--- config.mk ---
export PLATFORM = sky130hd
export DESIGN_NAME = proc_param_mc_flat
export DESIGN_NICKNAME = d
export VERILOG_FILES = /design/src/rtl/proc_param_mc_if.sv /design/src/rtl/proc_param_mc.sv /design/src/flat_wrapper.sv
export SDC_FILE = /design/constraint.sdc
export NUM_CORES = 1
export LEC_CHECK = 0
export CAP_MARGIN = 10
export CORE_MARGIN = 1
export CORE_UTILIZATION = 45
export DETAILED_ROUTE_END_ITERATION = 8
export SYNTH_ARGS = -nofsm -noshare
export SYNTH_HDL_FRONTEND = slang
export SYNTH_SLANG_ARGS = --single-unit
--- constraint.sdc ---
create_clock -name clk -period 6.2 [get_ports clk]
set_input_delay 1.86 -clock clk [delete_from_list [all_inputs] [get_ports clk]]
set_output_delay 1.86 -clock clk [all_outputs]
set_load 0.01 [all_outputs]
--- src/rtl/proc_param_mc_if.sv ---
// Bus bundle between proc_param_mc and its system controller / memory.
// The master modport is the core's view; the slave modport is the environment's.
interface proc_param_mc_if #(
    parameter int unsigned DW = 9
);
    logic          run;
    logic [DW-1:0] din;
    logic          mem_ready;
    logic [DW-1:0] addr;
    logic [DW-1:0] dout;
    logic          wen;
    logic          done;
    logic          busy;

    modport master (
        input  run, din, mem_ready,
        output addr, dout, wen, done, busy
    );

    modport slave (
        output run, din, mem_ready,
        input  addr, dout, wen, done, busy
    );
endinterface

--- src/rtl/proc_param_mc.sv ---
// Parameterised multicycle processor: 8 registers (R7 = PC), A/G ALU registers,
// ready-handshaked single-port memory, run-controlled continuous execution.
module proc_param_mc #(
    parameter int unsigned    DW       = 9,
    parameter logic [DW-1:0]  RESET_PC = '0
) (
    input  logic            clk,
    input  logic            reset,
    proc_param_mc_if.master bus
);
    localparam logic [2:0] S_IDLE   = 3'd0;
    localparam logic [2:0] S_F_ADDR = 3'd1;
    localparam logic [2:0] S_F_WAIT = 3'd2;
    localparam logic [2:0] S_E1     = 3'd3;
    localparam logic [2:0] S_E2     = 3'd4;
    localparam logic [2:0] S_E3     = 3'd5;

    localparam logic [2:0] OP_MV   = 3'b000;
    localparam logic [2:0] OP_MVI  = 3'b001;
    localparam logic [2:0] OP_ADD  = 3'b010;
    localparam logic [2:0] OP_SUB  = 3'b011;
    localparam logic [2:0] OP_LD   = 3'b100;
    localparam logic [2:0] OP_ST   = 3'b101;
    localparam logic [2:0] OP_MVNZ = 3'b110;
    localparam logic [2:0] OP_AND  = 3'b111;

    logic [2:0]    state_q, state_d;
    logic [DW-1:0] regs_q [8];
    logic [DW-1:0] a_q, a_d;
    logic [DW-1:0] g_q, g_d;
    logic [8:0]    ir_q, ir_d;
    logic [DW-1:0] addr_q, addr_d;
    logic [DW-1:0] dout_q, dout_d;
    logic          done_q;

    logic [2:0]    op, rx, ry;
    logic [DW-1:0] pc, rx_val, ry_val, alu;
    logic          rf_we, pc_inc, complete;
    logic [DW-1:0] rf_wd;

    assign op     = ir_q[8:6];
    assign rx     = ir_q[5:3];
    assign ry     = ir_q[2:0];
    assign pc     = regs_q[7];
    assign rx_val = regs_q[rx];
    assign ry_val = regs_q[ry];

    always_comb begin
        unique case (op)
            OP_ADD:  alu = a_q + ry_val;
            OP_SUB:  alu = a_q - ry_val;
            default: alu = a_q & ry_val;
        endcase
    end

    always_comb begin
        state_d  = state_q;
        ir_d     = ir_q;
        a_d      = a_q;
        g_d      = g_q;
        addr_d   = addr_q;
        dout_d   = dout_q;
        rf_we    = 1'b0;
        rf_wd    = '0;
        pc_inc   = 1'b0;
        complete = 1'b0;

        case (state_q)
            S_IDLE: begin
                if (bus.run) state_d = S_F_ADDR;
            end
            S_F_ADDR: begin
                addr_d  = pc;
                state_d = S_F_WAIT;
            end
            S_F_WAIT: begin
                if (bus.mem_ready) begin
                    ir_d    = bus.din[8:0];
                    pc_inc  = 1'b1;
                    state_d = S_E1;
                end
            end
            S_E1: begin
                state_d = S_E2;
                case (op)
                    OP_MV: begin
                        rf_we    = 1'b1;
                        rf_wd    = ry_val;
                        complete = 1'b1;
                    end
                    OP_MVNZ: begin
                        rf_we    = (g_q != '0);
                        rf_wd    = ry_val;
                        complete = 1'b1;
                    end
                    OP_MVI: addr_d = pc;
                    OP_LD:  addr_d = ry_val;
                    OP_ST: begin
                        addr_d = ry_val;
                        dout_d = rx_val;
                    end
                    default: a_d = rx_val;
                endcase
            end
            S_E2: begin
                case (op)
                    OP_MVI: begin
                        if (bus.mem_ready) begin
                            rf_we    = 1'b1;
                            rf_wd    = bus.din;
                            pc_inc   = 1'b1;
                            complete = 1'b1;
                        end
                    end
                    OP_LD: begin
                        if (bus.mem_ready) begin
                            rf_we    = 1'b1;
                            rf_wd    = bus.din;
                            complete = 1'b1;
                        end
                    end
                    OP_ST: begin
                        complete = bus.mem_ready;
                    end
                    default: begin
                        g_d     = alu;
                        state_d = S_E3;
                    end
                endcase
            end
            S_E3: begin
                rf_we    = 1'b1;
                rf_wd    = g_q;
                complete = 1'b1;
            end
            default: state_d = S_IDLE;
        endcase

        if (complete) state_d = bus.run ? S_F_ADDR : S_IDLE;
    end

    always_ff @(posedge clk or posedge reset) begin
        if (reset) begin
            state_q <= S_IDLE;
            for (int unsigned i = 0; i < 7; i++) regs_q[i[2:0]] <= '0;
            regs_q[7] <= RESET_PC;
            a_q     <= '0;
            g_q     <= '0;
            ir_q    <= '0;
            addr_q  <= '0;
            dout_q  <= '0;
            done_q  <= 1'b0;
        end else begin
            state_q <= state_d;
            a_q     <= a_d;
            g_q     <= g_d;
            ir_q    <= ir_d;
            addr_q  <= addr_d;
            dout_q  <= dout_d;
            done_q  <= complete;
            // Increment first so a same-cycle register write to R7 overrides it.
            if (pc_inc) regs_q[7] <= pc + DW'(1);
            if (rf_we) regs_q[rx] <= rf_wd;
        end
    end

    assign bus.addr = addr_q;
    assign bus.dout = dout_q;
    assign bus.wen  = (state_q == S_E2) && (op == OP_ST);
    assign bus.done = done_q;
    assign bus.busy = (state_q != S_IDLE);
endmodule
--- src/flat_wrapper.sv ---
// flat-port wrapper written by rule: the top's interface ports become plain ports
module proc_param_mc_flat 
#(
    parameter int unsigned    DW       = 9,
    parameter logic [DW-1:0]  RESET_PC = '0
)
  (clk, reset, bus_run, bus_din, bus_mem_ready, bus_addr, bus_dout, bus_wen, bus_done, bus_busy);
  proc_param_mc_if #(.DW(DW)) bus_i ();
  input  logic clk;
  input  logic reset;
  input wire logic [$bits(bus_i.run)-1:0] bus_run;
  input wire logic [$bits(bus_i.din)-1:0] bus_din;
  input wire logic [$bits(bus_i.mem_ready)-1:0] bus_mem_ready;
  output wire logic [$bits(bus_i.addr)-1:0] bus_addr;
  output wire logic [$bits(bus_i.dout)-1:0] bus_dout;
  output wire logic [$bits(bus_i.wen)-1:0] bus_wen;
  output wire logic [$bits(bus_i.done)-1:0] bus_done;
  output wire logic [$bits(bus_i.busy)-1:0] bus_busy;
  assign bus_i.run = bus_run;
  assign bus_i.din = bus_din;
  assign bus_i.mem_ready = bus_mem_ready;
  assign bus_addr = bus_i.addr;
  assign bus_dout = bus_i.dout;
  assign bus_wen = bus_i.wen;
  assign bus_done = bus_i.done;
  assign bus_busy = bus_i.busy;
  proc_param_mc #(.DW(DW), .RESET_PC(RESET_PC)) u_core (.clk(clk), .reset(reset), .bus(bus_i));
endmodule
### Yosys cells after proc, flatten, opt, wreduce, memory -nomap -nowiden

Cells that the tools add are included.

* memories kept: 0
* RAM bits: 0
* bits in latches: 0
* word-level logic and storage cells: 93
* bits of input ports: 13
* memory bits (read-only): 0
* register bits: 121

* bitwise logic cells: 5
* $lt $le $gt $ge: 3
* shift-type cells: 0
* add/subtract/negate cells: 3
* equal/unequal tests: 16
* multiplexer cells: 33
* $mul: 0
* reduce and logical (&&, ||, !) cells: 18
* div/mod/pow operators: 0

Operators with widths (number)
* $mux 9: 10
* $bwmux 72: 1
* $bmux 9 s3: 2
* $pmux 9 s2: 3
* $demux 9 s3: 1
* $pmux 9 s3: 1
* $pmux 3 s6: 1
* $eq 3x3->1 const B: 5
* $eq 3x2->1 const B: 4
* $mux 3: 4
* $ne 3x2->1 const B: 4
* $reduce_and 2->1: 5
* $add 9x1->9 const B: 1
* $add 9x9->9: 1
* $and 9x9->9: 1
* $reduce_bool 9->1: 1
* $sub 9x9->9: 1
* $ge 4x4->1 const B: 2
* $not 3->4: 2
* $eq 3x1->1 const B: 2
* $logic_not 3->1: 2
* $pmux 1 s2: 3
* $pmux 1 s3: 2
* $reduce_or 2->1: 3
* 10 further kinds: 16

### Logic depth before layout (Yosys ltp)

Gate-level depths: netlist of the first run.

* word-level depth: 8
* mapped depth: 16
* mapped depth without buffers: 14

### Least setup slack after synthesis of the first run

Ideal clock, no wire load.

* path kind: reg2reg
* start: register u_core.ir_q[0]
* end: register u_core.g_q[8]
* data required time: 6061 ps
* cell stages (with the launch flop): 15
* setup time: 139 ps
* clock period less this slack: 3803 ps
* buffers on the path: 1
* arrival: 3664 ps
* slack: 2397 ps
* cells stage by stage: dfrtp_1 > buf_2 > mux4_2 > mux2i_1 > ha_1 > nor2_1 > xor2_1 > ha_1 > a21oi_1 > o211ai_1 > o41ai_1 > xnor2_1 > nor2_1 > o21ai_0 > a41oi_2

* longest elaborated chain between the ends: 6

Ends and longest elaborated chain
* from (decl): RTL line proc_param_mc.sv:31 `logic [8:0] ir_q, ir_d;`
* from (signal assigned): RTL line proc_param_mc.sv:157 `ir_q <= ir_d;`
* $not 3->4 (not written as such) *: RTL line proc_param_mc.sv:46 `assign ry_val = regs_q[ry];`
* $bmux 9 s3 *: RTL line proc_param_mc.sv:46
* $mux 9 (not written as such) * (2 in series): RTL line proc_param_mc.sv:46
* $sub 9x9->9 (tied with other cells): RTL line proc_param_mc.sv:51 `OP_SUB: alu = a_q - ry_val;`
* $pmux 9 s2 *: RTL line proc_param_mc.sv:49 `unique case (op)`
* to (signal assigned): RTL line proc_param_mc.sv:156 `g_q <= g_d;`
* to (decl): RTL line proc_param_mc.sv:30 `logic [DW-1:0] g_q, g_d;`

Mark *: on every way between the ends. The rest lies on a longest branch, timed or not. The select of a mux whose other input is x is not followed.
A chain may end at the register's enable or synchronous reset.

### Final worst setup path of the first run

Ends and elaborated chain as after synthesis.

==> impl_metrics.tcl, run 1 <==
set metrics [dict create \
    p_int_mw 2.34 \
    diodes 0 \
    yosys-top-cells-area "dfrtp_1, mux2_2, mux4_2" \
    rsz0062_at_grt "no" \
    gr-usage-met3_pct 5.31 \
    pwr-share-clk_pct 28.3 \
    die_w_um 126 \
    fin_tns_setup_ps 0 \
    top_usage_layer "met2" \
    ant_nets 0 \
    synth_edf_count 0 \
    syn_nets 636 \
    synth_ff_type "dfrtp_1" \
    switching_share_pct 37.4 \
    critPathCaptureType "register" \
    vdd_ir_drop_max_mv 0.215 \
    synth_compound_area_share_pct 10.3 \
    slew_headroom_pct 29.7 \
    period_needed_ps 4670 \
    fp-row-count 44 \
    vias 5019 \
    cts_tree "done" \
    cts_root_buf "clkbuf_16" \
    cpMostUsedCell "ha_1" \
    crit_type "register to register" \
    fin_skew_ps 8.14 \
    hold_buffers 0 \
    dp_hpwl_mm 12.7 \
    fillCellCount 1277 \
    syn_avg_cell_area_um2 11.3 \
    vias_per_cell 6.03 \
    crit_path_top_delay_cell "dfrtp_1" \
    maxCapViolCount 0 \
    dr.pass1.iters 5 \
    ff_latch_area_um2 3030 \
    synthArstFlopShare_pct 100 \
    ctsLongestPathBuffers 2 \
    totalWireLength_mm 18.0 \
    ys_warn_count 0 \
    drc 0 \
    yosysSeqAreaShare_pct 43.7 \
    final_max_slew_viol_count 0 \
    p_leak_nw 3.53 \
    numCtsBuffers 17 \
    grt_util_met1_pct 31.7 \
    cp_max_fo 13 \
    multi_input_area_um2 3670 \
    dp.cells 800 \
    worstPathArrival_ps 5000 \
    p_per_area_nw_per_um2 466 \
    rrSetupSlack_ps 1530 \
    coreArea_um2 14800 \
    numClockSinks 121 \
    cp.required_ps 6530 \
    synth_simple_gate_area_share_pct 9.49 \
    cp-start-kind "register" \
    stdcell_count 832 \
    yosysUniqueCellTypes 61 \
    power_frac_seq_pct 31.4 \
    grt_max_degree 71 \
    post_drt_wl_per_cell_um 21.6 \
    cp_top_family "compound AO/OA/AOI/OAI gates" \
    grt_pass1_vias 5050 \
    hold_class "register to register" \
    initial_core_util_pct 46.9 \
    syn_to_final_growth_pct 16.0 \
    die_area_um2 15900 \
    synthAdderAreaFrac_pct 2.28 \
    track_usage_pct 24.1 \
    pin_count 34 \
    synth_top_area_share_pct 43.7 \
    grt_pass1_wl_mm 28.7 \
    post_cts_resized 0 \
    drive_above_1_share_pct 26.2 \
    timing.fmax_ghz 0.214 \
    status "finished clean" \
    setup-violations-final 0 \
    critPathBufInv 1 \
    hold_viol 0 \
    drtIter0Drc 446 \
    die-height_um 126 \
    portBuffers 33 \
    layout_worst_path_cycle_share_pct 75.3 \
    gr-usage-met2_pct 39.3 \
    clk-insertion-delay-late_ps 420 \
    cp_slowest_stage_delay_ps 920 \
    fin_nets 660 \
    cts_setup_buffers 0 \
    ys_ff_latch 121 \
    crit_chain "mux4_2 > mux2i_1 > ha_1 > nor2_1 > xor2_1 > ha_1 > a21oi_1 > o211ai_1 > o41ai_1 > inv_1 > nor3_1 > o21ai_0 > a41oi_2" \
    routabilityCongestion 0.884 \
    power.net_switching_mw 1.40 \
    max_slew.worst_pin.slew_ps 1040 \
    synthMuxAreaShare_pct 27.8 \
    yosysTopAreaCell "dfrtp_1" \
    syn_inst 611 \
    synth_top_family_by_area "multiplexers" \
    clk_pin_slew_worst_paths_ps 50 \
    gr-total-overflow 0 \
    ctsHtreeMaxLevel 4 \
    netlist_area_um2 6930 \
    combPwrFrac_pct 40.3 \
    grt_antenna_before_repair 0 \
    synth-xor-area-share_pct 3.04 \
]
stage by stage:
stage	total power, mW	utilization, %	setup slack [ps]	hold WS (ps)	instance area, um^2
floorplan	2.27	-	1130	473	6930
CTS	3.74	54.4	1550	487	8030
finish	3.74	54.4	1530	486	8030
global placement	2.64	50.1	1740	466	7400
detailed placement	2.67	50.1	1600	475	7400
global route	3.94	54.4	1370	512	8030
layout make-up:
type | count | share of cell area (%)
repair buffers | 44 | 5.14
multi-input cells | 437 | 45.7
clock buffers | 25 | 6.17
inverters | 14 | 0.686
flip-flops and latches | 121 | 37.7
clock inverters | 7 | 1.71
well taps | 184 | 2.87
cells in the mapped netlist, types with 8 or more instances:
cell type and number:
mux4_2 23, xnor2_1 13, o21ai_0 40, inv_1 13
buf_2 12, ha_1 11, a22oi_1 10, clkbuf_1 21
xor2_1 11, mux2i_1 28, dfrtp_1 121, a21oi_1 33
nand2_1 46, nor2_1 38, nand3_1 11, mux2_2 95
nor2b_1 8
flip-flops by register name, indices dropped and copies added (netlist names):
register / flops
u_core.a_q: 9
u_core.bus.addr: 9
u_core.bus.done: 1
u_core.bus.dout: 9
u_core.g_q: 9
u_core.ir_q: 9
u_core.pc: 9
u_core.regs_q: 63
u_core.state_q: 3
power by group through the flow:
stage / combinational, mW / sequential [mW] / clock, mW
after floorplan: 1.22 / 1.05 / 0
after global placement: 1.47 / 1.18 / 0
after detailed placement: 1.49 / 1.18 / 0
after CTS: 1.50 / 1.17 / 1.07
after global routing: 1.63 / 1.20 / 1.11
final: 1.51 / 1.17 / 1.06
layout by cell type, fill, tap and decap left out, types with 3 or more instances in the layout:
cell type,netlist,routed
nor2b_1,8,8
xnor2_1,13,13
nor2_1,38,38
or3_1,3,3
bufinv_16,0,4
ha_1,11,11
clkbuf_1,21,4
nand2_1,46,46
dfrtp_1,121,121
nor3_1,5,5
a21oi_1,33,33
clkdlybuf4s50_1,0,33
nand3b_1,4,4
nand3_1,11,11
mux4_2,23,23
clkbuf_8,0,4
mux2_2,95,95
clkbuf_16,0,17
and3_1,7,7
o21ai_0,40,40
mux2i_1,28,28
a21o_1,3,3
inv_1,13,12
buf_4,0,11
o31ai_1,3,3
xor2_1,11,11
a22oi_1,10,10
a31oi_1,6,6
routing by layer:
metal  wire, um  part of all wire (%)
met5          0                     0
met4        357                   2.0
met3        928                   5.2
met2       8650                    48
met1       8010                    45
path summary, 6_finish.rpt:
kind                                           startpoint                             end  cells past startpoint
max in group asynchronous                           reset          u_core.pc[7]$_DFF_PP0_                      3
max                            u_core.ir_q[0]$_DFFE_PP0P_       u_core.g_q[8]$_DFFE_PP0P_                     13
max reg2reg                    u_core.ir_q[0]$_DFFE_PP0P_       u_core.g_q[8]$_DFFE_PP0P_                     13
min in group asynchronous                           reset   u_core.state_q[1]$_DFFE_PP0P_                      2
min reg2reg                u_core.bus.addr[7]$_DFFE_PP0P_  u_core.bus.addr[7]$_DFFE_PP0P_                      2
min                        u_core.bus.addr[7]$_DFFE_PP0P_  u_core.bus.addr[7]$_DFFE_PP0P_                      2
worst reg2reg max path: stages, from the launching register on:
cell and delay, ps:
dfrtp_1 920, mux4_2 590, mux2i_1 480, ha_1 290
nor2_1 70, xor2_1 150, ha_1 330, a21oi_1 220
o211ai_1 150, o41ai_1 730, inv_1 190, nor3_1 200
o21ai_0 120, a41oi_2 140
cell families (layout without fill, tap and decap cells):
group / Yosys count / in the layout
multiplexers: 149 / 149
AND/OR/NAND/NOR: 137 / 137
flip-flops: 121 / 121
AO/OA/AOI/OAI: 115 / 115
buffers and inverters: 53 / 90
XOR/XNOR: 24 / 24
adder cells (fa/ha/maj): 12 / 12
No activity file was read; power rests on OpenSTA's default activity.
==> run 2: changes to the inputs <==
==> constraint.sdc (replaced) <==
create_clock -name clk -period 4.6 [get_ports clk]
set_input_delay 1.38 -clock clk [delete_from_list [all_inputs] [get_ports clk]]
set_output_delay 1.38 -clock clk [all_outputs]
set_load 0.01 [all_outputs]
==> run 2 against run 1 <==
Effect of this change:
- first-iteration DRC count increased by 17%
- wire length increased by 1.0%
- clock power grew 29%
- utilization is 0.15 points higher
- cell count is 0.60% higher
- via count is 0.72% lower
- total power increased by 34%
- critical path type unchanged
==> impl_metrics.tcl, run 2 (synthesized netlist as in run 1, its figures left out) <==
set metrics [dict create \
    grt_util_met1_pct 34.0 \
    grt_pass1_vias 5065 \
    gr-usage-met3_pct 5.44 \
    largest_reg_flops 63 \
    totalWireLength_mm 18.1 \
    ant_nets 0 \
    rrSetupSlack_ps 630 \
    crit_type "register to register" \
    vias 4983 \
    layout_common_cells "dfrtp_1, mux2_2, nand2_1" \
    post_drt_wl_per_cell_um 21.7 \
    numClockSinks 121 \
    clk-insertion-delay-late_ps 420 \
    cts_tree "done" \
    drtIter0Drc 524 \
    cp.required_ps 4910 \
    p_leak_nw 3.55 \
    worstReg2RegStart "u_core.ir_q[0]$_DFFE_PP0P_" \
    rsz0062_at_grt "no" \
    post_cts_resized 0 \
    critPathCaptureType "register" \
    cp_slowest_stage_delay_ps 560 \
    timing.fmax_ghz 0.252 \
    routabilityCongestion 0.884 \
    grt_pass1_wl_mm 29.2 \
    cpMostUsedCell "a21o_1" \
    top_usage_layer "met2" \
    fin_skew_ps 10.1 \
    grt_max_degree 49 \
    p_per_area_nw_per_um2 624 \
    hold_buffers 0 \
    r2r_end "u_core.g_q[7]$_DFFE_PP0P_" \
    cp-start-kind "register" \
    final_core_util_pct 54.6 \
    ctsLongestPathBuffers 2 \
    gr-usage-met2_pct 38.6 \
    rr_worst_depth 12 \
    period_needed_ps 3970 \
    numCtsBuffers 17 \
    worstPathArrival_ps 4290 \
    diodes 0 \
    cts_setup_buffers 0 \
    cp_max_fo 8 \
    die-height_um 126 \
    die_w_um 126 \
    clk_pin_slew_worst_paths_ps 60 \
    track_usage_pct 24.7 \
    fp-row-count 44 \
    layout_commonest_cell "dfrtp_1" \
    ctsHtreeMaxLevel 4 \
    pin_count 34 \
    setup-violations-final 0 \
    drc 0 \
    cts_root_buf "clkbuf_16" \
    status "finished clean" \
    fin_tns_setup_ps 0 \
    drive_above_1_share_pct 27.3 \
    syn_to_final_growth_pct 16.3 \
    holdPathEnd "u_core.bus.dout[0]$_DFFE_PP0P_" \
    hold_class "register to register" \
    die_area_um2 15900 \
    hold_viol 0 \
    hold_path.startpoint "u_core.bus.dout[0]$_DFFE_PP0P_" \
    grt_antenna_before_repair 0 \
    coreArea_um2 14800 \
    crit_chain "mux4_2 > mux2i_1 > ha_1 > a21oi_1 > ha_1 > a21o_1 > a21o_1 > a21o_1 > a21oi_1 > o21ai_0 > xnor2_1 > o31ai_1" \
    min_path_cells 2 \
    max_slew.worst_pin.slew_ps 1080 \
    stdcell_count 837 \
    slew_headroom_pct 27.3 \
    vias_per_cell 5.95 \
    portBuffers 33 \
    fin_nets 665 \
    layout_worst_path_cycle_share_pct 86.3 \
    final_max_slew_viol_count 0 \
    maxCapViolCount 0 \
    gr-total-overflow 0 \
    max_flop_register "u_core.regs_q" \
    initial_core_util_pct 46.9 \
    vdd_ir_drop_max_mv 0.286 \
    dp.cells 805 \
    dr.pass1.iters 5 \
    crit_path_top_delay_cell "dfrtp_1" \
    dp_hpwl_mm 12.9 \
]
-- run 2: worst max path at each step --
stage / from / end / slack, ps / depth (start not counted)
3_5_place_dp: u_core.ir_q[0]$_DFFE_PP0P_ / u_core.g_q[8]$_DFFE_PP0P_ / 670 / 14
5_1_grt: u_core.ir_q[0]$_DFFE_PP0P_ / u_core.g_q[7]$_DFFE_PP0P_ / 320 / 12
4_1_cts: u_core.ir_q[0]$_DFFE_PP0P_ / u_core.g_q[7]$_DFFE_PP0P_ / 600 / 12
3_3_place_gp: u_core.ir_q[0]$_DFFE_PP0P_ / u_core.g_q[7]$_DFFE_PP0P_ / 700 / 12
6_report: u_core.ir_q[0]$_DFFE_PP0P_ / u_core.g_q[7]$_DFFE_PP0P_ / 630 / 12
2_1_floorplan: reset / u_core.a_q[0]$_DFFE_PP0P_ / 6 / 1
-- run 2: metrics by stage --
step	power [mW]	hold WS [ps]	setup WS (ps)	area [um^2]
floorplan	3.06	473	5.83	6930
global placement	3.61	463	704	7450
detailed placement	3.64	472	673	7450
CTS	5.03	484	604	8050
global route	5.31	516	321	8050
finish	5.02	477	628	8050
-- run 2: final cells by class --
type	count	area (um^2)
multi-input combinational	437	3670
fill	1233	6700
clock buffer	20	457
inverter	14	55.1
tap	184	230
sequential	121	3030
timing repair buffer	49	463
clock inverter	12	149
-- run 2: worst max-delay path: cells and delay by family (launching register included) --
kind | cells | cell delay (ps)
AOI/OAI and AO/OA | 7 | 1440
xor gates and xnor gates | 1 | 160
adders and majority gates | 2 | 640
DFF | 1 | 560
muxes | 2 | 1070
-- run 2: metal layers --
metal | vias to the layer above | part of all wire, %
met1 | 2536 | 47
met5 | - | 0
met3 | 30 | 4.1
met4 | 0 | 1.9
met2 | 133 | 47
li1 | 2284 | -
-- run 2: where the power goes --
group          leakage, nW  switching (mW)  internal (mW)  total (mW)
sequential            1.64           0.325           1.26        1.58
clock                0.300           0.493          0.877        1.37
combinational         1.61            1.10          0.968        2.07
